File: config.mk
export PLATFORM = sky130hd
export DESIGN_NAME = instr_encoder
export DESIGN_NICKNAME = d
export VERILOG_FILES = /design/src/rtl/riscv_pkg.sv /design/src/rtl/imm_pack.sv /design/src/rtl/instr_encoder.sv
export SDC_FILE = /design/constraint.sdc
export NUM_CORES = 1
export LEC_CHECK = 0
export ABC_CLOCK_PERIOD_IN_PS = 5950
export CORE_UTILIZATION = 52
export DETAILED_ROUTE_END_ITERATION = 10
export GPL_ROUTABILITY_DRIVEN = 0
export PLACE_DENSITY = 0.95
export SETUP_SLACK_MARGIN = 0.1
export SYNTH_ARGS = -nofsm -noshare
export SYNTH_HDL_FRONTEND = slang
export SYNTH_HIERARCHICAL = 1
export SYNTH_SLANG_ARGS = --single-unit
File: constraint.sdc
create_clock -name clk -period 5.95 [get_ports clk]
set_clock_uncertainty 0.15 [all_clocks]
set_input_delay 0.8925 -clock clk [delete_from_list [all_inputs] [get_ports clk]]
set_output_delay 0.8925 -clock clk [all_outputs]
set_load 0.005 [all_outputs]
File: src/rtl/riscv_pkg.sv
// Shared RISC-V encoding constants: request class codes, base opcodes, encoder FSM states
// and small helpers used by the instruction encoder and the main decoder.
package riscv_pkg;

  // Request class codes carried on req_class; 9..15 are illegal.
  localparam logic [3:0] ClsLoad   = 4'd0;
  localparam logic [3:0] ClsStore  = 4'd1;
  localparam logic [3:0] ClsR      = 4'd2;
  localparam logic [3:0] ClsBranch = 4'd3;
  localparam logic [3:0] ClsIAlu   = 4'd4;
  localparam logic [3:0] ClsJal    = 4'd5;
  localparam logic [3:0] ClsAuipc  = 4'd6;
  localparam logic [3:0] ClsLui    = 4'd7;
  localparam logic [3:0] ClsJalr   = 4'd8;

  // Base opcodes.
  localparam logic [6:0] OpLoad   = 7'b0000011;
  localparam logic [6:0] OpStore  = 7'b0100011;
  localparam logic [6:0] OpR      = 7'b0110011;
  localparam logic [6:0] OpBranch = 7'b1100011;
  localparam logic [6:0] OpIAlu   = 7'b0010011;
  localparam logic [6:0] OpJal    = 7'b1101111;
  localparam logic [6:0] OpAuipc  = 7'b0010111;
  localparam logic [6:0] OpLui    = 7'b0110111;
  localparam logic [6:0] OpJalr   = 7'b1100111;

  typedef enum logic [1:0] {
    StIdle,
    StRun,
    StDone
  } enc_state_e;

  // Opcode for a request class; zero for illegal classes.
  function automatic logic [6:0] class_opcode(logic [3:0] cls);
    logic [6:0] op;
    case (cls)
      ClsLoad:   op = OpLoad;
      ClsStore:  op = OpStore;
      ClsR:      op = OpR;
      ClsBranch: op = OpBranch;
      ClsIAlu:   op = OpIAlu;
      ClsJal:    op = OpJal;
      ClsAuipc:  op = OpAuipc;
      ClsLui:    op = OpLui;
      ClsJalr:   op = OpJalr;
      default:   op = 7'b0;
    endcase
    return op;
  endfunction

  // True when v is a sign-extension of its low msb+1 bits.
  function automatic logic fits_signed(logic [31:0] v, int msb);
    logic [31:0] t;
    t = $unsigned($signed(v) >>> msb);
    return (t == '0) || (t == '1);
  endfunction

endpackage

File: src/rtl/imm_pack.sv
// Immediate packer: places the immediate bits of a request at their instruction-word
// positions (all other bits zero) and checks the immediate is representable.
//   i_class    : request class code
//   i_imm      : signed byte offset or upper value
//   o_imm_bits : immediate scattered into instruction-word bit positions
//   o_range_ok : immediate representable; also 0 for illegal classes
module imm_pack
  import riscv_pkg::*;
(
  input  logic [3:0]  i_class,
  input  logic [31:0] i_imm,
  output logic [31:0] o_imm_bits,
  output logic        o_range_ok
);

  always_comb begin
    o_imm_bits = '0;
    o_range_ok = 1'b0;
    case (i_class)
      ClsLoad, ClsIAlu, ClsJalr: begin
        o_imm_bits[31:20] = i_imm[11:0];
        o_range_ok        = fits_signed(i_imm, 11);
      end
      ClsStore: begin
        o_imm_bits[31:25] = i_imm[11:5];
        o_imm_bits[11:7]  = i_imm[4:0];
        o_range_ok        = fits_signed(i_imm, 11);
      end
      ClsBranch: begin
        o_imm_bits[31]    = i_imm[12];
        o_imm_bits[30:25] = i_imm[10:5];
        o_imm_bits[11:8]  = i_imm[4:1];
        o_imm_bits[7]     = i_imm[11];
        o_range_ok        = fits_signed(i_imm, 12) && !i_imm[0];
      end
      ClsJal: begin
        o_imm_bits[31]    = i_imm[20];
        o_imm_bits[30:21] = i_imm[10:1];
        o_imm_bits[20]    = i_imm[11];
        o_imm_bits[19:12] = i_imm[19:12];
        o_range_ok        = fits_signed(i_imm, 20) && !i_imm[0];
      end
      ClsAuipc, ClsLui: begin
        o_imm_bits[31:12] = i_imm[31:12];
        o_range_ok        = (i_imm[11:0] == 12'h000);
      end
      ClsR: begin
        o_range_ok = 1'b1;
      end
      default: begin
        o_range_ok = 1'b0;
      end
    endcase
  end

endmodule

File: src/rtl/instr_encoder.sv
// Instruction encoder: accepts decoded instruction requests, encodes them to RV32 words
// and writes them to consecutive instruction-memory addresses starting at base_addr.
//   clk, reset         : clock, asynchronous active-high reset
//   start, base_addr   : begin a program load at base_addr (word aligned)
//   req_*              : request handshake and fields (class, funct3, funct7b5, regs, imm)
//   imem_we/addr/wdata : instruction-memory write port, one cycle after accept
//   count, done, error : words written since start, program finished, sticky error
module instr_encoder
  import riscv_pkg::*;
(
  input  logic        clk,
  input  logic        reset,
  input  logic        start,
  input  logic [31:0] base_addr,
  input  logic        req_valid,
  output logic        req_ready,
  input  logic [3:0]  req_class,
  input  logic [2:0]  funct3,
  input  logic        funct7b5,
  input  logic [4:0]  rd,
  input  logic [4:0]  rs1,
  input  logic [4:0]  rs2,
  input  logic [31:0] imm,
  input  logic        req_last,
  output logic        imem_we,
  output logic [31:0] imem_addr,
  output logic [31:0] imem_wdata,
  output logic [15:0] count,
  output logic        done,
  output logic        error
);

  enc_state_e  r_state, w_state_d;
  logic [31:0] r_next_addr, r_addr, r_wdata;
  logic [15:0] r_count;
  logic        r_we, r_error;

  logic [31:0] w_imm_bits, w_word;
  logic        w_range_ok, w_accept, w_start;
  logic        w_use_rd, w_use_f3, w_use_rs1, w_use_rs2;
  logic [1:0]  w_unused_base;

  assign w_unused_base = base_addr[1:0];

  imm_pack u_imm_pack (
    .i_class    (req_class),
    .i_imm      (imm),
    .o_imm_bits (w_imm_bits),
    .o_range_ok (w_range_ok)
  );

  always_ff @(posedge clk or posedge reset) begin
    if (reset) r_state <= StIdle;
    else       r_state <= w_state_d;
  end

  always_comb begin
    w_state_d = r_state;
    w_accept  = (r_state == StRun) && req_valid;
    w_start   = start && (r_state != StRun);
    req_ready = (r_state == StRun);
    done      = (r_state == StDone);
    unique case (r_state)
      StIdle, StDone: if (start) w_state_d = StRun;
      StRun:          if (w_accept && (req_last || !w_range_ok)) w_state_d = StDone;
      default:        w_state_d = StIdle;
    endcase
  end

  // Which register/funct fields the class carries; the rest stay zero or hold imm bits.
  always_comb begin
    w_use_rd  = 1'b0;
    w_use_f3  = 1'b0;
    w_use_rs1 = 1'b0;
    w_use_rs2 = 1'b0;
    case (req_class)
      ClsLoad, ClsIAlu:   begin w_use_rd = 1'b1; w_use_f3 = 1'b1; w_use_rs1 = 1'b1; end
      ClsStore, ClsBranch: begin w_use_f3 = 1'b1; w_use_rs1 = 1'b1; w_use_rs2 = 1'b1; end
      ClsR: begin
        w_use_rd = 1'b1; w_use_f3 = 1'b1; w_use_rs1 = 1'b1; w_use_rs2 = 1'b1;
      end
      ClsJal, ClsAuipc, ClsLui: w_use_rd = 1'b1;
      ClsJalr:            begin w_use_rd = 1'b1; w_use_rs1 = 1'b1; end
      default: ;
    endcase
  end

  always_comb begin
    w_word = w_imm_bits | {25'b0, class_opcode(req_class)};
    if (w_use_rd)  w_word[11:7]  = w_word[11:7] | rd;
    if (w_use_f3)  w_word[14:12] = funct3;
    if (w_use_rs1) w_word[19:15] = rs1;
    if (w_use_rs2) w_word[24:20] = rs2;
    if (req_class == ClsR) w_word[31:25] = {1'b0, funct7b5, 5'b00000};
  end

  always_ff @(posedge clk or posedge reset) begin
    if (reset) begin
      r_next_addr <= '0;
      r_addr      <= '0;
      r_wdata     <= '0;
      r_count     <= '0;
      r_we        <= 1'b0;
      r_error     <= 1'b0;
    end else begin
      r_we <= 1'b0;
      if (w_start) begin
        r_next_addr <= {base_addr[31:2], 2'b00};
        r_count     <= '0;
        r_error     <= 1'b0;
      end else if (w_accept) begin
        if (w_range_ok) begin
          r_we        <= 1'b1;
          r_addr      <= r_next_addr;
          r_wdata     <= w_word;
          r_next_addr <= r_next_addr + 32'd4;
          r_count     <= r_count + 16'd1;
        end else begin
          // Rejected request: nothing written, address and count hold.
          r_error <= 1'b1;
        end
      end
    end
  end

  assign imem_we    = r_we;
  assign imem_addr  = r_addr;
  assign imem_wdata = r_wdata;
  assign count      = r_count;
  assign error      = r_error;

endmodule

; ---- Yosys cells after proc, flatten, opt, wreduce, memory -nomap -nowiden
; Memory sizes are Yosys's and may differ from the RTL's.
; Cells that the tools add are included.
; W data, S select, Z words.
[totals]
wordCells = 91
register_bits = 116
mem_count = 1
in_bits = 92
mem_bits_ro = 112
[classes]
n_bitwise = 3
reduce_logical = 32
n_eq_ne = 17
addsub = 2
mux = 29
[mem_list]
columns = memory, depth, word_bits, rd, rd_clocked_by_memory_dff, wr, line_no
row1 = (no name shown), 16, 7, 1, 0, 0, riscv_pkg.sv:36  ; case (cls)
[ops]
columns = cell, n
row1 = $eq A32 B32 Y1 const B, 3
row2 = $logic_not A32 Y1, 3
row3 = $mux W32, 3
row4 = $mux W16, 3
row5 = $add A32 B3 Y32 const B, 1
row6 = $or A32 B7 Y32, 1
row7 = $pmux W7 S4, 1
row8 = $add A16 B1 Y16 const B, 1
row9 = $eq A4 B3 Y1 const B, 4
row10 = $mux W5, 3
row11 = $pmux W5 S3, 1
row12 = $logic_not A12 Y1, 1
row13 = $mux W1, 10
row14 = $pmux W5 S2, 1
row15 = $reduce_or A3 Y1, 3
row16 = $eq A4 B2 Y1 const B, 2
row17 = $mux W8, 1
row18 = $mux W7, 1
row19 = $reduce_or A7 Y1, 1
row20 = $ne A2 B1 Y1 const B, 3
row21 = $reduce_and A2 Y1, 3
row22 = $reduce_or A6 Y1, 1
row23 = $logic_and A1 B1 Y1, 5
row24 = $or A5 B5 Y5, 1
row25 = other kinds (19), 26

; ---- Depth between registers and ports, before layout
[depth]
depth_word = 9
mapped_depth = 14
ltp_nobuf = 11

; ---- Hierarchy
; The synthesis kept the hierarchy.
[modules_own_cells]
columns = mod, cells_per_inst, area_each_um2, instances
row1 = instr_encoder, 594, 5440.2, 1
row2 = imm_pack, 99, 618.1, 1

; ---- Least setup slack after synthesis
; Ideal clock, no wire load.
[synth_path]
kind = input port to flip-flop
start = input req_class[1]
end = register r_wdata[0], in the netlist imem_wdata[0]
stages = 13
setup_slack_ns = 2.652
arrival_time_ns = 3.082
setup_ns = 0.066
path_cell_list = buf_4 > xnor2_1 > or3_4 > nor2b_1 > o21ai_1 > a311o_1 > nand4b_1 > inv_1 > buf_6 > clkbuf_1 > clkbuf_1 > o21ai_0 > nand2_1
[synth_via]
elab_chain_len = 4
word_cells_on_any_way = 15
cone_classes = 8 x eq/ne / 1 x mux / 1 x bitwise / 4 x reduce/logical / 1 x memory
[synth_lines]
columns = element, line_no
row1 = start: declaration, instr_encoder.sv:17  ; input logic [3:0] req_class,
row2 = "$eq A4 B3 Y1, or another cell as far along", imm_pack.sv:19  ; case (i_class)
row3 = $reduce_or A4 Y1 (no source line) / $reduce_or A2 Y1 (equally long branches), -
row4 = $pmux W1 S5 *, imm_pack.sv:19
row5 = via w_range_ok, instr_encoder.sv:39  ; logic w_range_ok, w_accept, w_start;
row6 = $reduce_and A3 Y1 (no source line) *, -
row7 = end signal: assignment, instr_encoder.sv:115  ; r_wdata <= w_word;
row8 = end: declaration, instr_encoder.sv:34  ; logic [31:0] r_next_addr, r_addr, r_wdata;
; The timed path passes the listed nets; every way through them passes the cells marked *.
; A chain may end at the register's enable or synchronous reset.

; ---- Final worst setup path
[layout_path]
start = input req_class[3]
end = register r_next_addr[30]
[layout_via]
elab_chain_len = 5
word_cells_on_any_way = 14
cone_classes = 8 x eq/ne / 1 x mux / 5 x reduce/logical
[layout_lines]
columns = element, line_no
row1 = "$eq A4 B3 Y1, or another cell as far along", imm_pack.sv:19
row2 = $reduce_or A4 Y1 (no source line) / $reduce_or A2 Y1 (equally long branches), -
row3 = $pmux W1 S5 *, imm_pack.sv:19
row4 = via w_range_ok, instr_encoder.sv:39
row5 = $reduce_bool A2 Y1 (no source line) *, -
row6 = $reduce_and A2 Y1 (no source line) *, -
row7 = end signal: assignment, instr_encoder.sv:108  ; r_next_addr <= {base_addr[31:2], 2'b00};
row8 = end signal: assignment, instr_encoder.sv:116  ; r_next_addr <= r_next_addr + 32'd4;
row9 = end: declaration, instr_encoder.sv:34
; Marks and branches as above.

==> results.tsv <==
stage	metric	value	unit
grt	met2 Usage GRT	0.4460	
timing	final slew viol count	0	
synthesis	Synth Flop Type	dfrtp_1	
floorplan	Die W	109.9	um
critical_path	Arr. time, crit path	4.36	ns
timing	RSZ-0062 raised after global routing	no	
synthesis	Yosys top cell area share	0.4626	
detailed_routing	post-DR vias/cell	5.729	
placed_design	Cell Area, Placed	0.007801	mm^2
timing	Tmin final	4.265	ns
timing	Worst Tran Pin Value	0.8866	ns
grt	met1 global-route usage	0.3709	
clocking	H-tree depth	3	
grt	largest net degree at the start of global routing	73	
timing	total negative slack	0	ns
grt	vias in the first global route	5319	
cells_and_area	fin nets	940	
synthesis	synthesized flop and latch total	112	
detailed_routing	Routed Wire Length	16.37	mm
detailed_routing	wire length per cell	16.47	um
timing	Slew HR	0.4089	
clocking	clock buffer count from CTS	9	
grt	initial antenna violation count	0	
clocking	Clock Latency Late Sink	0.35	ns
cells_and_area	# diodes	0	
detailed_routing	Remaining DRCs	0	
floorplan	Die ar.	0.01209	mm^2
hold_path	Hold Crit Class	reg -> reg	
grt	total global-route track usage	0.2805	
floorplan	number of I/O pins	176	
grt	first-pass GRT wire length	26.05	mm
synthesis	asr flop ratio synth	1.000	
synthesis	Post-synth EDFFs	0	
synthesis	Post-Synth Adder-Cell Area	0.005783	
synthesis	Synth Area in Simple Gates	0.2714	
clocking	CTS root buffer	clkbuf_16	
synthesis	Mapped Area	0.006058	mm^2
power	worst vdd ir	0.2651	mV
timing	crit share post-route	0.7169	
power	total leakage power	3.549	nW
grt	total grt overflow	0	
power	power per cell area	291.5	mW/mm^2
floorplan	initial core utilization	0.5328	
detailed_routing	Vias	5695	
grt	GR Util met3	0.05453	
synthesis	largest cells by area after synthesis	dfrtp_1 46%, nand2_1 11%, o21ai_0 5.2%, mux2i_1 3.5%, nor2_1 2.5%	
timing	achievable frequency	234.4	MHz
clocking	CTS sink count	112	
synthesis	Syn Inst Count	693	
floorplan	row count	39	
critical_path	CP Max Fanout	27	
clocking	postcts setup bufs	0	
critical_path	Crit Path Class	in -> reg	
detailed_routing	first drt pass iteration count	5	
clocking	CTS tree	yes	
clocking	register clock-pin slew on the reported worst setup and hold paths	0.07	ns
critical_path	kind of end point of the critical path	register	
synthesis	Synth Warn #	6	
floorplan	core area	0.01137	mm^2
run	maxcap violations	0	
synthesis	Synth cell types	58	
critical_path	Worst EP required	6.04	ns
cells_and_area	Area Overhead vs Synth	33.99	%
clocking	hold buffer count at CTS	0	
placed_design	Post-DP HPWL	11.62	mm
synthesis	cell taking the most area after synthesis	dfrtp_1	
run_status	status	complete, no violations	
synthesis	post-synthesis mux area share	0.03470	
placed_design	Port Buffers	171	
synthesis	largest family of logic cells by synthesized area	simple AND/OR/NAND/NOR gates	
cells_and_area	layout cells sized above 1	0.05053	
cells_and_area	fin area	0.008118	mm^2
clocking	Clock Path Buffers	2	
synthesis	syn avg cell area	8.742	um^2
critical_path	Setup crit start kind	input pin	
floorplan	die height	109.9	um
timing	Final Hold Fails	0	
detailed_routing	starting DRC count in detailed routing	448	
timing	# setup viols final	0	
clocking	post-cts gate resize count	0	
synthesis	Synth Area in XOR/XNOR	0.02602	
detailed_routing	Detail Route Antenna Nets	0	
synthesis	Compound-Gate Fraction of Synth Area	0.1456	
grt	busiest grt layer	met2	
synthesis	post-synthesis sequential area ratio	0.4626	
==> synth_stat cells, drive strengths merged (4+ instances only) <==
library cell    n
o21ai          67
and4            4
nor3           10
buf            24
a22o            7
nor4           17
a22oi           5
nand2         171
nor2           42
mux2i          21
nand2b          7
a21oi          25
and3            7
nand4          18
xor2           13
dfrtp         112
xnor2           5
clkbuf         24
inv            14
and2           16
a31oi           5
o311ai          5
nand3          24
nor2b           6
a221o           9
==> logic make-up after synthesis <==
logic type,Yosys count
and+or+nand+nor,333
adders and majority gates,3
other,2
xor gates and xnor gates,18
muxes,21
DFF,112
AOI/OAI and AO/OA,142
buffers and inverters,62
==> registers in the layout, indices dropped and copies added (netlist names) <==
name         cells
imem_wdata      32
imem_addr       30
r_next_addr     30
count           16
r_state          2
error            1
imem_we          1
==> final cells by class <==
type	count	area, um^2
multi-input combinational	526	2963
clock inverter	5	63.81
timing repair buffer	183	1802
sequential	112	2803
clock buffer	11	252.7
fill	859	3252
inverter	14	55.05
tap	143	178.9
==> where the power goes <==
part	switching, mW	internal, mW	total (mW)	leakage (nW)
clock network	0.286	0.353	0.639	0.152
logic	0.265	0.360	0.624	1.92
registers	0.175	0.927	1.10	1.48
total	0.726	1.64	2.37	3.55
==> critical path: stages <==
cell	delay (ns)
clkdlybuf4s50_1	0.69
nand2b_4	0.30
or3_4	0.40
nor2b_1	0.14
o21ai_1	0.13
a311o_1	0.24
nand4b_1	0.20
buf_4	0.29
inv_2	0.33
nor2_2	0.07
buf_4	0.22
a21o_1	0.17
a221o_1	0.28
==> final timing paths <==
kind	cells past startpoint	to	from	slack, ns
setup reg to reg	6	r_next_addr[26]	r_next_addr[2]	3.47
max in group asynchronous	3	imem_wdata[11]	reset	3.62
min in group asynchronous	2	imem_wdata[6]	reset	0.91
hold / removal	2	imem_wdata[1]	imem_wdata[1]	0.31
hold reg to reg	2	imem_wdata[1]	imem_wdata[1]	0.31
setup / recovery	13	r_next_addr[30]	req_class[3]	1.68
==> routing by layer <==
| layer | vias up | wire length, um |
|---|---|---|
| met2 | 251 | 7831 |
| met1 | 2690 | 6905 |
| met5 | - | 0 |
| met3 | 36 | 1193 |
| li1 | 2718 | - |
| met4 | 0 | 439 |
==> per-stage QoR <==
| step | hold WS, ns | util | setup WS [ns] | cells | power (mW) |
|---|---|---|---|---|---|
| finish | 0.3144 | 0.7140 | 1.685 | 994 | 2.366 |
| CTS | 0.3208 | 0.7140 | 1.751 | 994 | 2.372 |
| floorplan | 0.3128 | - | 1.949 | 700 | 1.366 |
| global placement | 0.3011 | 0.6861 | 1.465 | 978 | 1.703 |
| detailed placement | 0.3049 | 0.6861 | 1.402 | 978 | 1.733 |
| global route | 0.3487 | 0.7140 | 1.526 | 994 | 2.497 |
==> cell usage in the layout, fill, tap and decap left out, drive strengths merged, types with 6 or more instances in the layout <==
cell type and instances:
nand2 171, clkdlybuf4s50 171, dfrtp 112, o21ai 67, nor2 42, a21oi 25
nand3 24, mux2i 21, nand4 18, nor4 17, and2 16, inv 15
xor2 13, buf 12, clkbuf 11, nor3 10, conb 9, a221o 9
a22o 7, and3 7, nand2b 7, nor2b 6
Power figures use the tool's default switching activity.
